## src/rtl/tlc_pkg.sv

```systemverilog
// Shared types and default timing for the intersection phase scheduler.
package tlc_pkg;

    // Phase encoding; the numeric values are visible on the phase output.
    typedef enum logic [2:0] {
        PH_ALL_RED   = 3'd0,
        PH_NS_GREEN  = 3'd1,
        PH_NS_YELLOW = 3'd2,
        PH_EW_GREEN  = 3'd3,
        PH_EW_YELLOW = 3'd4,
        PH_WALK      = 3'd5
    } phase_e;

    typedef enum logic {
        DIR_NS = 1'b0,
        DIR_EW = 1'b1
    } dir_e;

    localparam int unsigned DEF_MIN_GREEN    = 8;
    localparam int unsigned DEF_MAX_GREEN    = 20;
    localparam int unsigned DEF_YELLOW_TIME  = 3;
    localparam int unsigned DEF_ALL_RED_TIME = 2;
    localparam int unsigned DEF_WALK_TIME    = 6;

    // Green phase of the direction opposite the one served last.
    function automatic phase_e next_green(dir_e last_dir);
        return (last_dir == DIR_NS) ? PH_EW_GREEN : PH_NS_GREEN;
    endfunction

endpackage

```

## src/rtl/phase_timer.sv

```systemverilog
// 8-bit saturating cycles-in-phase counter with synchronous clear.
module phase_timer (
    input  logic       clk,
    input  logic       reset,
    input  logic       clr_i,
    output logic [7:0] cnt_o
);

    logic [7:0] cnt_q;
    logic [7:0] cnt_d;

    // Next count: clear on phase entry, otherwise count up and hold at 255.
    always_comb begin
        cnt_d = cnt_q;
        if (clr_i) begin
            cnt_d = 8'd0;
        end else if (cnt_q != 8'hFF) begin
            cnt_d = cnt_q + 8'd1;
        end
    end

    // Counter register.
    always_ff @(posedge clk) begin
        if (reset) begin
            cnt_q <= 8'd0;
        end else begin
            cnt_q <= cnt_d;
        end
    end

    assign cnt_o = cnt_q;

endmodule

```

## src/rtl/intersection_phase_scheduler.sv

```systemverilog
// Two-way intersection controller with strict NS/EW alternation and a
// pedestrian walk phase inserted after all-red when a request is latched.
module intersection_phase_scheduler
    import tlc_pkg::*;
#(
    parameter int unsigned MIN_GREEN    = DEF_MIN_GREEN,
    parameter int unsigned MAX_GREEN    = DEF_MAX_GREEN,
    parameter int unsigned YELLOW_TIME  = DEF_YELLOW_TIME,
    parameter int unsigned ALL_RED_TIME = DEF_ALL_RED_TIME,
    parameter int unsigned WALK_TIME    = DEF_WALK_TIME
) (
    input  logic       clk,
    input  logic       reset,
    input  logic       ns_req,
    input  logic       ew_req,
    input  logic       ped_req,
    output logic       ns_red,
    output logic       ns_yellow,
    output logic       ns_green,
    output logic       ew_red,
    output logic       ew_yellow,
    output logic       ew_green,
    output logic       walk,
    output logic       ped_pending,
    output logic [2:0] phase,
    output logic [7:0] phase_cnt
);

    // A phase of duration D exits on the edge where the count equals D-1.
    localparam logic [7:0] MIN_LAST  = 8'(MIN_GREEN - 1);
    localparam logic [7:0] MAX_LAST  = 8'(MAX_GREEN - 1);
    localparam logic [7:0] YEL_LAST  = 8'(YELLOW_TIME - 1);
    localparam logic [7:0] AR_LAST   = 8'(ALL_RED_TIME - 1);
    localparam logic [7:0] WALK_LAST = 8'(WALK_TIME - 1);

    phase_e     phase_q, phase_d;
    dir_e       last_dir_q, last_dir_d;
    logic       ped_q, ped_d;
    logic       phase_change;
    logic [7:0] cnt;

    phase_timer u_timer (
        .clk   (clk),
        .reset (reset),
        .clr_i (phase_change),
        .cnt_o (cnt)
    );

    // Next-phase selection from the current phase, elapsed count and demand.
    always_comb begin
        phase_d = phase_q;
        case (phase_q)
            PH_ALL_RED: begin
                if (cnt == AR_LAST) begin
                    phase_d = ped_q ? PH_WALK : next_green(last_dir_q);
                end
            end
            PH_NS_GREEN: begin
                if ((cnt >= MIN_LAST) && (ew_req || ped_q) &&
                    (!ns_req || (cnt >= MAX_LAST))) begin
                    phase_d = PH_NS_YELLOW;
                end
            end
            PH_EW_GREEN: begin
                if ((cnt >= MIN_LAST) && (ns_req || ped_q) &&
                    (!ew_req || (cnt >= MAX_LAST))) begin
                    phase_d = PH_EW_YELLOW;
                end
            end
            PH_NS_YELLOW, PH_EW_YELLOW: begin
                if (cnt == YEL_LAST) begin
                    phase_d = PH_ALL_RED;
                end
            end
            PH_WALK: begin
                if (cnt == WALK_LAST) begin
                    phase_d = next_green(last_dir_q);
                end
            end
            default: phase_d = PH_ALL_RED;
        endcase
    end

    // Phase-entry bookkeeping: counter clear, last served direction, ped latch.
    always_comb begin
        phase_change = (phase_d != phase_q);
        last_dir_d   = last_dir_q;
        if (phase_change && (phase_d == PH_NS_GREEN)) begin
            last_dir_d = DIR_NS;
        end else if (phase_change && (phase_d == PH_EW_GREEN)) begin
            last_dir_d = DIR_EW;
        end
        ped_d = ped_q;
        if (ped_req && (phase_q != PH_WALK)) begin
            ped_d = 1'b1;
        end
        // Entering walk serves the request; this overrides a same-edge set.
        if (phase_change && (phase_d == PH_WALK)) begin
            ped_d = 1'b0;
        end
    end

    // State registers.
    always_ff @(posedge clk) begin
        if (reset) begin
            phase_q    <= PH_ALL_RED;
            last_dir_q <= DIR_EW;
            ped_q      <= 1'b0;
        end else begin
            phase_q    <= phase_d;
            last_dir_q <= last_dir_d;
            ped_q      <= ped_d;
        end
    end

    // Moore lamp decode: inactive direction shows red only.
    always_comb begin
        ns_red    = 1'b1;
        ns_yellow = 1'b0;
        ns_green  = 1'b0;
        ew_red    = 1'b1;
        ew_yellow = 1'b0;
        ew_green  = 1'b0;
        walk      = 1'b0;
        case (phase_q)
            PH_NS_GREEN:  begin ns_red = 1'b0; ns_green  = 1'b1; end
            PH_NS_YELLOW: begin ns_red = 1'b0; ns_yellow = 1'b1; end
            PH_EW_GREEN:  begin ew_red = 1'b0; ew_green  = 1'b1; end
            PH_EW_YELLOW: begin ew_red = 1'b0; ew_yellow = 1'b1; end
            PH_WALK:      walk = 1'b1;
            default:      ;
        endcase
    end

    assign ped_pending = ped_q;
    assign phase       = phase_q;
    assign phase_cnt   = cnt;

endmodule
```

## config.mk

```make
export PLATFORM = sky130hd
export DESIGN_NAME = intersection_phase_scheduler
export DESIGN_NICKNAME = d
export VERILOG_FILES = /design/src/rtl/tlc_pkg.sv /design/src/rtl/phase_timer.sv /design/src/rtl/intersection_phase_scheduler.sv
export SDC_FILE = /design/constraint.sdc
export NUM_CORES = 1
export LEC_CHECK = 0
export CORE_ASPECT_RATIO = 1.1
export CORE_MARGIN = 3
export CORE_UTILIZATION = 42
export CTS_BUF_LIST = sky130_fd_sc_hd__clkbuf_8
export CTS_CLUSTER_SIZE = 25
export DETAILED_ROUTE_END_ITERATION = 10
export GPL_ROUTABILITY_DRIVEN = 0
export PLACE_DENSITY = 0.73
export SYNTH_ARGS = -nofsm -noshare
export SYNTH_HDL_FRONTEND = slang
export SYNTH_HIERARCHICAL = 1
export SYNTH_SLANG_ARGS = --single-unit
```

## constraint.sdc

```tcl
create_clock -name clk -period 3 [get_ports clk]
set_clock_uncertainty 0.1 [all_clocks]
set_input_delay 0.6 -clock clk [delete_from_list [all_inputs] [get_ports clk]]
set_output_delay 0.6 -clock clk [all_outputs]
set_load 0.02 [all_outputs]
```

==> results.sh, run 1 <==
export IMPL_min_path_type="reg2reg"
export IMPL_vias=923
export IMPL_cts_root_buffer="clkbuf_8"
export IMPL_grt_max_degree=15
export IMPL_grt_pass1_wl_um=3594
export IMPL_worst_slew_pin_slew_ns=0.4427
export IMPL_drive_gt1_frac=0.1575
export IMPL_remaining_drc_errors=0
export IMPL_synth_nets=108
export IMPL_synth_simple_area_share=0.3785
export IMPL_ios=24
export IMPL_hold_path_cell_count=2
export IMPL_cts_buffer_depth=2
export IMPL_synth_top_family_by_area="simple AND/OR/NAND/NOR gates"
export IMPL_placementRows=16
export IMPL_path_class="reg2out"
export IMPL_synthAdderAreaFrac=0.01456
export IMPL_first_iter_violations=57
export IMPL_diodes=0
export IMPL_slew_violations=0
export IMPL_io_buffer_count=23
export IMPL_syn_inst=102
export IMPL_power_w=0.0008194
export IMPL_synth_edf_count=0
export IMPL_cts_inserted_buffers=3
export IMPL_ir_worst_vdd_v=0.0006117
export IMPL_power_density_nw_per_um2=709.5
export IMPL_routed_wl_um=2227
export IMPL_antenna_found_initial=0
export IMPL_critPathLaunchType="flop"
export IMPL_end_kind="output pin"
export IMPL_crit_path_top_delay_cell="clkdlybuf4s50_1"
export IMPL_cp_required_ns=2.30
export IMPL_seq_area_frac_synth=0.3028
export IMPL_final_area_sq_um=1155
export IMPL_placed_cells=150
export IMPL_setup_tns_final_ns=0
export IMPL_synth_compound_area_share=0.2373
export IMPL_final_cell_count_no_fill=154
export IMPL_overflow=0
export IMPL_drtAntennaViolNets=0
export IMPL_clock_sinks=13
export IMPL_core_area_sq_um=1862
export IMPL_viasPerCell=5.994
export IMPL_grt_usage=0.1752
export IMPL_nets=134
export IMPL_ys_types=45
export IMPL_clock_latency_ns=0.25
export IMPL_finalHoldViolations=0
export IMPL_die_height_um=53.45
export IMPL_fill_cells=175
export IMPL_p_leak_nw=0.3886
export IMPL_die_width_um=49.14
export IMPL_syn_area_per_cell_sq_um=8.427
export IMPL_max_slew_margin=0.7044
export IMPL_synth_seq_cells=13
export IMPL_clk_pin_slew_ns=0.06
export IMPL_crit_arrival_ns=1.86
export IMPL_synthMuxAreaShare=0.01310
export IMPL_synth_xor_area_frac=0.01019
export IMPL_fmax_mhz=390.1
export IMPL_ys_flop_type="dfxtp_1"
export IMPL_yosys_warnings=6
export IMPL_cap_violations=0
export IMPL_wire_per_inst_um=14.46
export IMPL_synthTopCellsByArea="dfxtp_1 30%, a31oi_1 4.4%, o211ai_1 4.4%"
export IMPL_max_stage_delay_ns=0.69
export IMPL_rsz0062_at_grt="false"
export IMPL_grt_pass1_vias=779
export IMPL_synthArstFlopShare=0
export IMPL_ff2ff_path_depth=7
export IMPL_first_pass_iters=4
export IMPL_cts_tree="yes"
export IMPL_final_min_clock_period_ns=2.563
export IMPL_cts_resized=0
export IMPL_cts_setup_buffers=0
export IMPL_cp_max_fo=8
export IMPL_cts_htree_levels=1
export IMPL_dp_hpwl_um=1611
export IMPL_area_growth_pct=34.35
export IMPL_synth_top_area_share=0.3028
export IMPL_die_area_sq_um=2626
export IMPL_setup_viol=0
export IMPL_outcome="finished, final reports clean"
export IMPL_hold_buffers=0
export IMPL_initial_utilization=0.4617
export IMPL_dpl_cell_area_sq_um=1109
export IMPL_syn_area_sq_um=859.6
export IMPL_fin_crit_sh=0.8545
export IMPL_crit_chain="inv_2 -> nor3_1 -> clkdlybuf4s50_1"
export IMPL_synth_largest_area_cell="dfxtp_1"
==> flip-flops by register name (all words and copies together) (netlist names) <==
signal         flops
last_dir_q         1
ped_pending        1
phase              3
u_timer/cnt_o      8
==> worst max-delay path, delay by kind of cell, from the launching register on <==
kind          cells  cell delay, ns
buf+inv           2            0.77
flops             1            0.50
simple gates      1            0.35
==> placed cells by master, fill, tap and decap left out, types with 2 or more instances in the layout <==
cell,instances
dfxtp_1,13
clkdlybuf4s50_1,23
nor3_2,2
nor3_1,4
nand3_1,6
nor4_2,2
inv_1,4
a21oi_1,6
o211ai_1,5
a31oi_1,6
nand2_1,4
inv_2,2
nor3b_1,2
nand4_1,2
o21ai_0,4
and4b_1,2
nor2_1,8
and4_1,2
clkbuf_8,3
==> cell usage after synthesis, types with 4 or more instances <==
| cell | instances |
|---|---|
| inv_1 | 4 |
| dfxtp_1 | 13 |
| nand2_1 | 4 |
| a21oi_1 | 6 |
| nand3_1 | 6 |
| nor3_1 | 4 |
| nor2_1 | 8 |
| o21ai_0 | 4 |
| a31oi_1 | 6 |
| o211ai_1 | 5 |
==> worst paths after layout <==
kind	start	endpoint	slack (ns)
worst max-delay path	phase[1]	ns_yellow	0.44
worst min-delay path	last_dir_q	last_dir_q	0.40
worst max register to register	u_timer/cnt_o[7]	u_timer/cnt_o[0]	0.66
worst min register to register	last_dir_q	last_dir_q	0.40
==> routing by layer <==
layer,GRT usage,vias to the layer above,routed length [um]
li1,-,449,-
met1,0.2542,433,1114
met2,0.2478,37,929
met3,0.03380,4,156
met4,0.07109,0,27
met5,0,-,0
==> cell type report <==
cell class,instances,area [sq um],share of cell area
tap,27,33.78,0.02925
sequential,13,260.3,0.2254
multi-input combinational,81,561.8,0.4865
clock buffer,3,41.29,0.03575
timing repair buffer,23,230.2,0.1993
inverter,6,22.52,0.01950
clock inverter,1,5.005,0.004334
==> where the power goes <==
part	internal, W	switching [W]
registers	0.000207	0.0000789
clock network	0.0000919	0.0000689
logic	0.000184	0.000188
==> through the flow <==
| step | setup slack, ns | hold slack [ns] | util |
|---|---|---|---|
| 3_3_place_gp | 0.4210 | 0.3787 | 0.5954 |
| 2_1_floorplan | 0.7189 | 0.3640 | - |
| 6_report | 0.4365 | 0.4023 | 0.6203 |
| 3_5_place_dp | 0.3937 | 0.3883 | 0.5954 |
| 4_1_cts | 0.4423 | 0.4060 | 0.6203 |
| 5_1_grt | 0.3434 | 0.4582 | 0.6203 |
==> kinds of logic (layout without fill, tap and decap cells) <==
family                     count (synthesis)  count (layout)
DFF                                       13              13
adders and majority gates                  1               1
buffers and inverters                      8              33
xor gates and xnor gates                   1               1
AOI/OAI and AO/OA                         30              30
muxes                                      1               1
and+or+nand+nor                           48              48
No activity file was read; power rests on OpenSTA's default activity.
==> run 2: changes to the inputs <==
ABC_AREA = 1   (was not set)
PLACE_DENSITY = 0.7   (was 0.73)
==> run 2 against run 1 <==
Net effect:
- via count increased by 25%
- area after synthesis is 26% higher
- critical path type unchanged
- highest routed layer unchanged
- final cell count increased by 53%
- largest power group unchanged
- synthesized cell count rose by 75%
- largest cell class unchanged
- die area increased by 23%
- non-clock buffer count did not move
- routed wire length is 18% higher
- sequential power decreased by 8.0%
- worst setup slack lost 0.042 ns
- first-iteration DRC count is 5.3% lower
==> results.sh, run 2 <==
export IMPL_yosysMostFrequentCell="nand2_1"
export IMPL_fill_cells=256
export IMPL_routed_wl_um=2634
export IMPL_overflow=0
export IMPL_max_slew_margin=0.7192
export IMPL_min_path_type="reg2reg"
export IMPL_die_width_um=54.37
export IMPL_p_leak_nw=0.6615
export IMPL_syn_area_per_cell_sq_um=6.039
export IMPL_clock_latency_ns=0.24
export IMPL_final_cell_mix="41 x nand2_1, 31 x inv_1, 31 x nor2_1"
export IMPL_seq_area_frac_synth=0.2407
export IMPL_cts_setup_buffers=0
export IMPL_viasPerCell=4.923
export IMPL_setup_tns_final_ns=0
export IMPL_worst_slew_pin_slew_ns=0.4206
export IMPL_synthTopCellsByArea="dfxtp_1 24%, nand2_1 14%, nor2_1 11%"
export IMPL_nets=212
export IMPL_core_area_sq_um=2342
export IMPL_critPathLaunchType="flop"
export IMPL_cts_resized=0
export IMPL_ys_flop_type="dfxtp_1"
export IMPL_placementRows=18
export IMPL_path_class="reg2out"
export IMPL_largest_reg_flops=8
export IMPL_area_growth_pct=27.89
export IMPL_initial_utilization=0.4615
export IMPL_cap_violations=0
export IMPL_drive_gt1_frac=0.1707
export IMPL_slew_violations=0
export IMPL_final_min_clock_period_ns=2.606
export IMPL_synthArstFlopShare=0
export IMPL_cp_max_fo=9
export IMPL_grt_usage=0.1834
export IMPL_syn_area_sq_um=1081
export IMPL_cts_tree="yes"
export IMPL_remaining_drc_errors=0
export IMPL_synth_largest_area_cell="dfxtp_1"
export IMPL_end_kind="output pin"
export IMPL_hold_buffers=0
export IMPL_setup_viol=0
export IMPL_finalHoldViolations=0
export IMPL_outcome="finished, final reports clean"
export IMPL_diodes=0
export IMPL_clock_sinks=13
export IMPL_placed_cells=231
export IMPL_first_pass_iters=4
export IMPL_drtAntennaViolNets=0
export IMPL_vias=1157
export IMPL_die_height_um=59.21
export IMPL_synth_seq_cells=13
export IMPL_ir_worst_vdd_v=0.0003168
export IMPL_wire_per_inst_um=11.21
export IMPL_final_cell_count_no_fill=235
export IMPL_grt_pass1_vias=1096
export IMPL_clk_pin_slew_ns=0.06
export IMPL_crit_path_top_delay_cell="clkdlybuf4s50_1"
export IMPL_ios=24
export IMPL_power_density_nw_per_um2=661.1
export IMPL_max_stage_delay_ns=0.59
export IMPL_synth_edf_count=0
export IMPL_ys_types=26
export IMPL_cts_inserted_buffers=3
export IMPL_synth_top_area_share=0.2407
export IMPL_fmax_mhz=383.8
export IMPL_hold_path_cell_count=2
export IMPL_grt_pass1_wl_um=4471
export IMPL_power_w=0.0009140
export IMPL_rsz0062_at_grt="false"
export IMPL_cp_required_ns=2.30
export IMPL_fin_crit_sh=0.8686
export IMPL_first_iter_violations=54
export IMPL_syn_inst=179
export IMPL_grt_max_degree=10
export IMPL_yosys_warnings=6
export IMPL_cts_htree_levels=1
export IMPL_ff2ff_path_depth=14
export IMPL_cts_root_buffer="clkbuf_8"
export IMPL_crit_chain="nor3_2 -> or2_2 -> inv_1 -> clkdlybuf4s50_1"
export IMPL_dp_hpwl_um=2108
export IMPL_die_area_sq_um=3219
export IMPL_antenna_found_initial=0
export IMPL_crit_arrival_ns=1.91
export IMPL_io_buffer_count=23
export IMPL_cts_buffer_depth=2
export IMPL_final_common_cell="nand2_1"
export IMPL_synth_common_cells="41 x nand2_1, 31 x nor2_1, 30 x inv_1"
export IMPL_synth_nets=185
-- run 2: cell count changes after synthesis, sizes merged, moves of 3 or more --
cell,previous run,this run
nor3,6,3
nand4,2,5
nand3,6,17
nor2,8,38
and3,3,0
and4,3,0
a31oi,6,1
inv,6,34
o211ai,5,0
nand2,5,49
-- run 2: power breakdown --
group	internal [W]	switching, W	leakage, nW
clock	0.0000904	0.0000658	0.0269
sequential	0.000205	0.0000581	0.106
combinational	0.000203	0.000291	0.529
-- run 2: metal layers --
layer  global-route usage  vias up  share of wire
met5                    0        -              0
met4              0.04270        0         0.0072
met3              0.03023        4          0.045
met2               0.3111       26           0.49
met1               0.2381      523           0.46
li1                     -      604              -
-- run 2: cell type report --
class	instances	area, sq um	area share
Multi-Input combinational cell	129	673.1	0.4869
Sequential cell	13	260.3	0.1882
Timing Repair Buffer	23	230.2	0.1665
Inverter	36	136.4	0.09864
Clock buffer	3	41.29	0.02986
Tap cell	30	37.54	0.02715
Clock inverter	1	3.754	0.002715
-- run 2: critical path, delay by kind of cell, from the launching register on --
family,cells,cell delay [ns]
buf+inv,2,0.64
flops,1,0.58
simple gates,2,0.45
-- run 2: metrics by stage --
step / hold slack, ns / util / area (sq um) / worst slack (ns)
2_1_floorplan: 0.3480 / - / 1081 / 0.9878
3_3_place_gp: 0.3713 / 0.5710 / 1338 / 0.6053
6_report: 0.3922 / 0.5903 / 1383 / 0.3943
5_1_grt: 0.4123 / 0.5903 / 1383 / 0.3064
3_5_place_dp: 0.3754 / 0.5710 / 1338 / 0.5080
4_1_cts: 0.3910 / 0.5903 / 1383 / 0.3995
-- run 2: logic make-up (layout without fill, tap and decap cells) --
kind of cell / after synthesis / after routing / share of synthesized area
AO/OA/AOI/OAI: 12 / 12 / 0.06250
adder cells (fa/ha/maj): 1 / 1 / 0.01157
buffers and inverters: 37 / 63 / 0.1366
flip-flops: 13 / 13 / 0.2407
AND/OR/NAND/NOR: 116 / 116 / 0.5486
-- run 2: final timing paths --
path	from	to	slack [ns]
worst max register to register	phase[2]	u_timer/cnt_o[2]	0.87
worst max-delay path	phase[2]	ns_red	0.39
worst min register to register	last_dir_q	last_dir_q	0.39
worst min-delay path	last_dir_q	last_dir_q	0.39
